===== src/rtl/param_register_file_if.sv =====
// Bus bundle for param_register_file: write request, read ports, PC alias and status.
// Handshake: writeEnable is a one-cycle request with no backpressure; it only takes effect once ready is high.
interface param_register_file_if #(
    parameter int DATA_W = 32,
    parameter int ADDR_W = 4
);
    logic              writeEnable;
    logic [ADDR_W-1:0] writeDestination;
    logic [DATA_W-1:0] writeData;
    logic [ADDR_W-1:0] readReg1;
    logic [ADDR_W-1:0] readReg2;
    logic [DATA_W-1:0] pcValue;
    logic [DATA_W-1:0] readData1;
    logic [DATA_W-1:0] readData2;
    logic              writeToPC;
    logic [DATA_W-1:0] pcWriteData;
    logic              ready;

    modport master (
        output writeEnable, writeDestination, writeData, readReg1, readReg2, pcValue,
        input  readData1, readData2, writeToPC, pcWriteData, ready
    );

    modport slave (
        input  writeEnable, writeDestination, writeData, readReg1, readReg2, pcValue,
        output readData1, readData2, writeToPC, pcWriteData, ready
    );
endinterface


===== src/rtl/param_register_file.sv =====
// Register file with a PC-aliased index, same-cycle write bypass and a post-reset clear sweep.
// Reads return 0 until every register has been zeroed; o_dbg_state is 0 in CLEAR, 1 in RUN.
module param_register_file #(
    parameter int DATA_W    = 32,
    parameter int ADDR_W    = 4,
    parameter int PC_IDX    = 15,
    parameter int PC_OFFSET = 8
) (
    input  logic                 clk,
    input  logic                 reset,
    param_register_file_if.slave bus,
    output logic                 o_dbg_state
);
    localparam int                NREG     = 1 << ADDR_W;
    localparam logic [ADDR_W-1:0] PC_ADDR  = ADDR_W'(PC_IDX);
    localparam logic [ADDR_W-1:0] LAST_IDX = ADDR_W'(NREG - 1);
    localparam logic [DATA_W-1:0] OFFSET   = DATA_W'(PC_OFFSET);

    typedef enum logic {
        ST_CLEAR = 1'b0,
        ST_RUN   = 1'b1
    } state_t;

    state_t            r_state;
    state_t            w_state_next;
    logic [ADDR_W-1:0] r_clear_idx;
    logic [DATA_W-1:0] r_regs [NREG];
    logic              r_write_to_pc;
    logic [DATA_W-1:0] r_pc_write_data;

    logic              w_run;
    logic              w_pc_write;
    logic              w_arr_we;
    logic [ADDR_W-1:0] w_arr_addr;
    logic [DATA_W-1:0] w_arr_data;

    // The clear sweep owns the array write port while in CLEAR, so user writes are dropped.
    always_comb begin
        w_state_next = r_state;
        w_arr_we     = 1'b0;
        w_arr_addr   = r_clear_idx;
        w_arr_data   = '0;
        w_pc_write   = 1'b0;
        case (r_state)
            ST_CLEAR: begin
                w_arr_we = 1'b1;
                if (r_clear_idx == LAST_IDX) begin
                    w_state_next = ST_RUN;
                end
            end
            ST_RUN: begin
                if (bus.writeEnable) begin
                    if (bus.writeDestination == PC_ADDR) begin
                        w_pc_write = 1'b1;
                    end else begin
                        w_arr_we   = 1'b1;
                        w_arr_addr = bus.writeDestination;
                        w_arr_data = bus.writeData;
                    end
                end
            end
            default: w_state_next = ST_CLEAR;
        endcase
    end

    always_ff @(posedge clk or posedge reset) begin
        if (reset) begin
            r_state         <= ST_CLEAR;
            r_clear_idx     <= '0;
            r_write_to_pc   <= 1'b0;
            r_pc_write_data <= '0;
        end else begin
            r_state       <= w_state_next;
            r_write_to_pc <= w_pc_write;
            if (r_state == ST_CLEAR) begin
                r_clear_idx <= r_clear_idx + 1'b1;
            end
            if (w_pc_write) begin
                r_pc_write_data <= bus.writeData;
            end
        end
    end

    // Array has no reset; its contents are hidden behind the CLEAR read gating until swept.
    always_ff @(posedge clk) begin
        if (w_arr_we) begin
            r_regs[w_arr_addr] <= w_arr_data;
        end
    end

    function automatic logic [DATA_W-1:0] read_port(
        input logic [ADDR_W-1:0] idx,
        input logic [DATA_W-1:0] reg_val,
        input logic              we,
        input logic [ADDR_W-1:0] dest,
        input logic [DATA_W-1:0] wdata,
        input logic [DATA_W-1:0] pc
    );
        if (idx == PC_ADDR) begin
            return pc + OFFSET;
        end else if (we && (dest == idx)) begin
            return wdata;
        end
        return reg_val;
    endfunction

    assign w_run = (r_state == ST_RUN);

    assign bus.readData1 = w_run ? read_port(bus.readReg1, r_regs[bus.readReg1], bus.writeEnable,
                                             bus.writeDestination, bus.writeData, bus.pcValue) : '0;
    assign bus.readData2 = w_run ? read_port(bus.readReg2, r_regs[bus.readReg2], bus.writeEnable,
                                             bus.writeDestination, bus.writeData, bus.pcValue) : '0;
    assign bus.writeToPC   = r_write_to_pc;
    assign bus.pcWriteData = r_pc_write_data;
    assign bus.ready       = w_run;
    assign o_dbg_state     = r_state;
endmodule


===== src/flat_wrapper.sv =====
// flat-port wrapper written by rule: the top's interface ports become plain ports
module param_register_file_flat 
#(
    parameter int DATA_W    = 32,
    parameter int ADDR_W    = 4,
    parameter int PC_IDX    = 15,
    parameter int PC_OFFSET = 8
)
  (clk, reset, o_dbg_state, bus_writeEnable, bus_writeDestination, bus_writeData, bus_readReg1, bus_readReg2, bus_pcValue, bus_readData1, bus_readData2, bus_writeToPC, bus_pcWriteData, bus_ready);
  param_register_file_if #(.DATA_W(DATA_W), .ADDR_W(ADDR_W)) bus_i ();
  input  logic clk;
  input  logic reset;
  output logic o_dbg_state;
  input wire logic [$bits(bus_i.writeEnable)-1:0] bus_writeEnable;
  input wire logic [$bits(bus_i.writeDestination)-1:0] bus_writeDestination;
  input wire logic [$bits(bus_i.writeData)-1:0] bus_writeData;
  input wire logic [$bits(bus_i.readReg1)-1:0] bus_readReg1;
  input wire logic [$bits(bus_i.readReg2)-1:0] bus_readReg2;
  input wire logic [$bits(bus_i.pcValue)-1:0] bus_pcValue;
  output wire logic [$bits(bus_i.readData1)-1:0] bus_readData1;
  output wire logic [$bits(bus_i.readData2)-1:0] bus_readData2;
  output wire logic [$bits(bus_i.writeToPC)-1:0] bus_writeToPC;
  output wire logic [$bits(bus_i.pcWriteData)-1:0] bus_pcWriteData;
  output wire logic [$bits(bus_i.ready)-1:0] bus_ready;
  assign bus_i.writeEnable = bus_writeEnable;
  assign bus_i.writeDestination = bus_writeDestination;
  assign bus_i.writeData = bus_writeData;
  assign bus_i.readReg1 = bus_readReg1;
  assign bus_i.readReg2 = bus_readReg2;
  assign bus_i.pcValue = bus_pcValue;
  assign bus_readData1 = bus_i.readData1;
  assign bus_readData2 = bus_i.readData2;
  assign bus_writeToPC = bus_i.writeToPC;
  assign bus_pcWriteData = bus_i.pcWriteData;
  assign bus_ready = bus_i.ready;
  param_register_file #(.DATA_W(DATA_W), .ADDR_W(ADDR_W), .PC_IDX(PC_IDX), .PC_OFFSET(PC_OFFSET)) u_core (.clk(clk), .reset(reset), .bus(bus_i), .o_dbg_state(o_dbg_state));
endmodule

===== config.mk =====
export PLATFORM = sky130hd
export DESIGN_NAME = param_register_file_flat
export DESIGN_NICKNAME = d
export VERILOG_FILES = /design/src/rtl/param_register_file_if.sv /design/src/rtl/param_register_file.sv /design/src/flat_wrapper.sv
export SDC_FILE = /design/constraint.sdc
export NUM_CORES = 1
export LEC_CHECK = 0
export CORE_MARGIN = 2
export CORE_UTILIZATION = 60
export DETAILED_ROUTE_END_ITERATION = 8
export PLACE_DENSITY = 0.81
export SYNTH_ARGS = -nofsm -noshare
export SYNTH_HDL_FRONTEND = slang
export SYNTH_SLANG_ARGS = --single-unit

===== constraint.sdc =====
create_clock -name clk -period 3.66 [get_ports clk]
set_clock_uncertainty 0.15 [all_clocks]
set_input_delay 0.732 -clock clk [delete_from_list [all_inputs] [get_ports clk]]
set_output_delay 0.732 -clock clk [all_outputs]
set_load 0.1 [all_outputs]

==> impl_metrics.csv <==
group,metric,value,unit
route,avgViaCountPerCell,7.73,
global_routing,met2_usage,64.6,%
clocking,cts_inserted_buffers,55,
power_and_ir_drop,power.total,16000,µW
synthesis,synth_cell_types,58,
synthesis,synth_top_area_share,57.4,%
timing,hold-worst-slack,336,ps
global_routing,number_of_global_route_vias_before_repair,20100,
global_routing,busiest_layer,"met2",
synthesis,postSynthCellCount,1490,
final_layout,final_cell_count_no_fill,2492,
timing,final_number_of_hold_violating_endpoints,0,
setup_path,worst_setup_path_endpoint,"bus_readData2[25]",
power_and_ir_drop,power.density_cell_area,457,nW/µm²
global_routing,globalRouteTotalUtil,41.0,%
timing,slew_violations,0,
clocking,clock_sinks,550,
synthesis,synth_area_leaders,"sky130_fd_sc_hd__edfxtp_1, sky130_fd_sc_hd__mux4_2, sky130_fd_sc_hd__dfrtp_1, sky130_fd_sc_hd__a22oi_1, sky130_fd_sc_hd__mux2_2",
route,dr_total_vias,19300,
timing,fmax,0.272,GHz
global_routing,grt_use_met3,12.5,%
final_layout,layout.nets,1933,
setup_path,worst_setup_path_end_kind,"output port",
final_layout,layout-drive-gt1-share,45.0,%
floorplan,floorplan.initialDensity,60.7,%
clocking,cts_root_buf,"sky130_fd_sc_hd__clkbuf_16",
floorplan,design.die.area,46400,µm²
floorplan,io_pins,178,
global_routing,gr-total-overflow,0,
setup_path,r2r.worst_path.cells,7,
final_layout,layout.cells.most_common_list,"sky130_fd_sc_hd__edfxtp_1, sky130_fd_sc_hd__mux4_2, sky130_fd_sc_hd__buf_4",
synthesis,avgSynthCellArea,18.0,µm²
synthesis,synth-seq-cells,550,
route,post_route_ant_nets,0,
setup_path,regToRegStartpoint,"u_core.bus.ready",
floorplan,fp.dieW,215,µm
timing,slew_headroom,33.2,%
synthesis,synth-warning-count,0,
timing,finalWorstPathRequiredPeriod,3670,ps
global_routing,global_route_wire_length_before_repair,136000,µm
synthesis,top_ff_cell_synth,"sky130_fd_sc_hd__edfxtp_1",
outcome,violated_checks,"setup timing",
global_routing,antenna_found_initial,3,
floorplan,rows,77,
global_routing,grt_max_degree,61,
timing,setup_viol,4,
setup_path,critical_path_arrival,2790,ps
route,first_pass_iters,8,
place,buffer_ports.inserted,177,
floorplan,die_y,215,µm
setup_path,cpPeakStageDelay,380,ps
setup_path,worst_path_max_delay_cell,"sky130_fd_sc_hd__or3_4",
setup_path,critical_path_class,"in2out",
outcome,run_status,"finished with violations",
timing,rsz0062_at_grt,"true",
route,finalWirelength,94100,µm
worst_hold_path,min_path_type,"in2async",
setup_path,critical_path_required,2780,ps
global_routing,grt_use_met1,49.5,%
synthesis,syn_nets,1571,
timing,part_of_the_cycle_the_worst_path_needs,100,%
place,detailed_place_hpwl,55800,µm
setup_path,cp_max_fo,4,
final_layout,num-fill-cells,2143,
clocking,cts-root-to-sink-buffers,3,
power_and_ir_drop,ir_drop_worst_vdd,0.000406,V
setup_path,ff2ff_setup_slack,990,ps
job,max-cap-violations,0,
timing,postLayoutSetupSlackWorst,-13.3,ps
synthesis,post-synth-top-area-cell,"sky130_fd_sc_hd__edfxtp_1",
final_layout,layout_commonest_cell,"sky130_fd_sc_hd__edfxtp_1",
clocking,register_clock_pin_slew_on_the_reported_worst_setup_and_hold_paths,70,ps
place,place.gp.congestion,0.877,
final_layout,flow.area_growth_from_synthesis,30.6,%
power_and_ir_drop,power_leakage,0.0125,µW
setup_path,timing.critical_path.from,"bus_pcValue[16]",
synthesis,synthArstFlopShare,6.91,%
clocking,cts_hold_buf,0,
synthesis,synth_enable_flop_cells,512,
synthesis,post_synth_design_cell_area,26800,µm²
route,drc,0,
synthesis,ys_seq_area_share,60.9,%
place,post-place-ws,-471,ps
setup_path,path_cells,"clkdlybuf4s15_1 -> and4_4 -> nand4_1 -> buf_4 -> or3_4 -> nand3_1 -> o2111a_1 -> buf_12",
clocking,h_tree_depth,2,
setup_path,crit_path_start_kind,"primary input",
floorplan,standard_cell_core_area,44100,µm²
place,number_of_placed_cells_counting_well_taps,2357,
route,post_drt_wl_per_cell,37.8,µm
timing,max_slew.worst_pin.slew,998,ps
setup_path,r2r_end,"u_core.r_regs[14][4]",
clocking,worstSkewPairLatency,620,ps
route,detailed_router_s_first_iteration_violation_count,3292,
clocking,tritoncts,"done",
cell families after synthesis:
family	after synthesis	synth area share, %
buf+inv	131	2.77
fa+ha+maj	2	0.0933
flops	550	60.9
simple gates	206	4.62
compound gates	263	7.32
xor+xnor	36	1.18
mux	302	23.1
routing by layer:
metal | part of all wire, % | routed length, µm | vias up
met1 | 31 | 29100 | 9623
li1 | - | - | 7086
met3 | 14 | 13000 | 495
met4 | 7.5 | 7080 | 6
met2 | 48 | 45000 | 2042
met5 | 0.043 | 40 | -
worst max-delay path: cells and delay by family:
family          cells  cell delay [ps]
compound gates      1              240
buf+inv             3              750
simple gates        4             1070
report_power, final:
part	switching (µW)	leakage, µW	total, µW	internal, µW
logic	2230	0.00588	3440	1210
clock network	2480	0.000844	5530	3050
registers	48.2	0.00578	7030	6990
final cells by class:
type	count	area, µm²	area share [%]
antenna	2	5.00	0.0143
clock inverter	27	176	0.504
multi-input combinational	809	10900	31.0
timing repair buffer	432	5330	15.2
tap	592	741	2.12
sequential	550	16300	46.6
inverter	4	15.0	0.0429
clock buffer	76	1560	4.45
state kept, by name, indices dropped and copies added, names as in the netlist:
name	flops
u_core.bus.pcWriteData	32
u_core.bus.writeToPC	1
u_core.r_clear_idx	4
u_core.bus.ready	1
u_core.r_regs	512
per-stage QoR:
stage               utilization, %  TNS (ps)  area [µm²]
finish                        79.3     -27.7       35000
global route                  79.3     -1.88       35000
CTS                           79.1         0       34900
detailed placement            73.7    -11110       32500
global placement              73.7     -8550       32500
floorplan                        -    -22160       27500
repair_timing:
action                     4_1_cts  5_1_grt
cloned                           3        1
pin swaps                       23       17
buffers inserted                22        4
resized for setup              115       35
setup endpoints to repair       63       50
cell usage after synthesis, drive strengths merged, types with 3 or more instances:
cell type	number
nor4	8
a211oi	30
o2111a	8
inv	4
xnor2	26
a21oi	18
and2	37
dfrtp	38
clkbuf	43
nand2	33
o21ai	32
mux4	250
nor3	3
and3	37
mux2	34
a22oi	119
xor2	10
mux2i	18
nand3	23
o211ai	9
and4	4
nor2	36
edfxtp	512
nor2b	7
a31oi	14
buf	84
nand4	7
o221ai	25
worst min path at each step:
stage	startpoint	end	slack, ps	depth (start not counted)
detailed placement	u_core.bus.pcWriteData[20]	u_core.bus.pcWriteData[20]	350	1
finish	reset	u_core.bus.pcWriteData[20]	340	2
global route	reset	u_core.bus.pcWriteData[20]	360	2
CTS	reset	u_core.bus.pcWriteData[18]	340	2
global placement	u_core.bus.pcWriteData[19]	u_core.bus.pcWriteData[19]	340	1
floorplan	u_core.r_clear_idx[2]	u_core.r_clear_idx[2]	320	1
No activity file was read; power rests on OpenSTA's default activity.
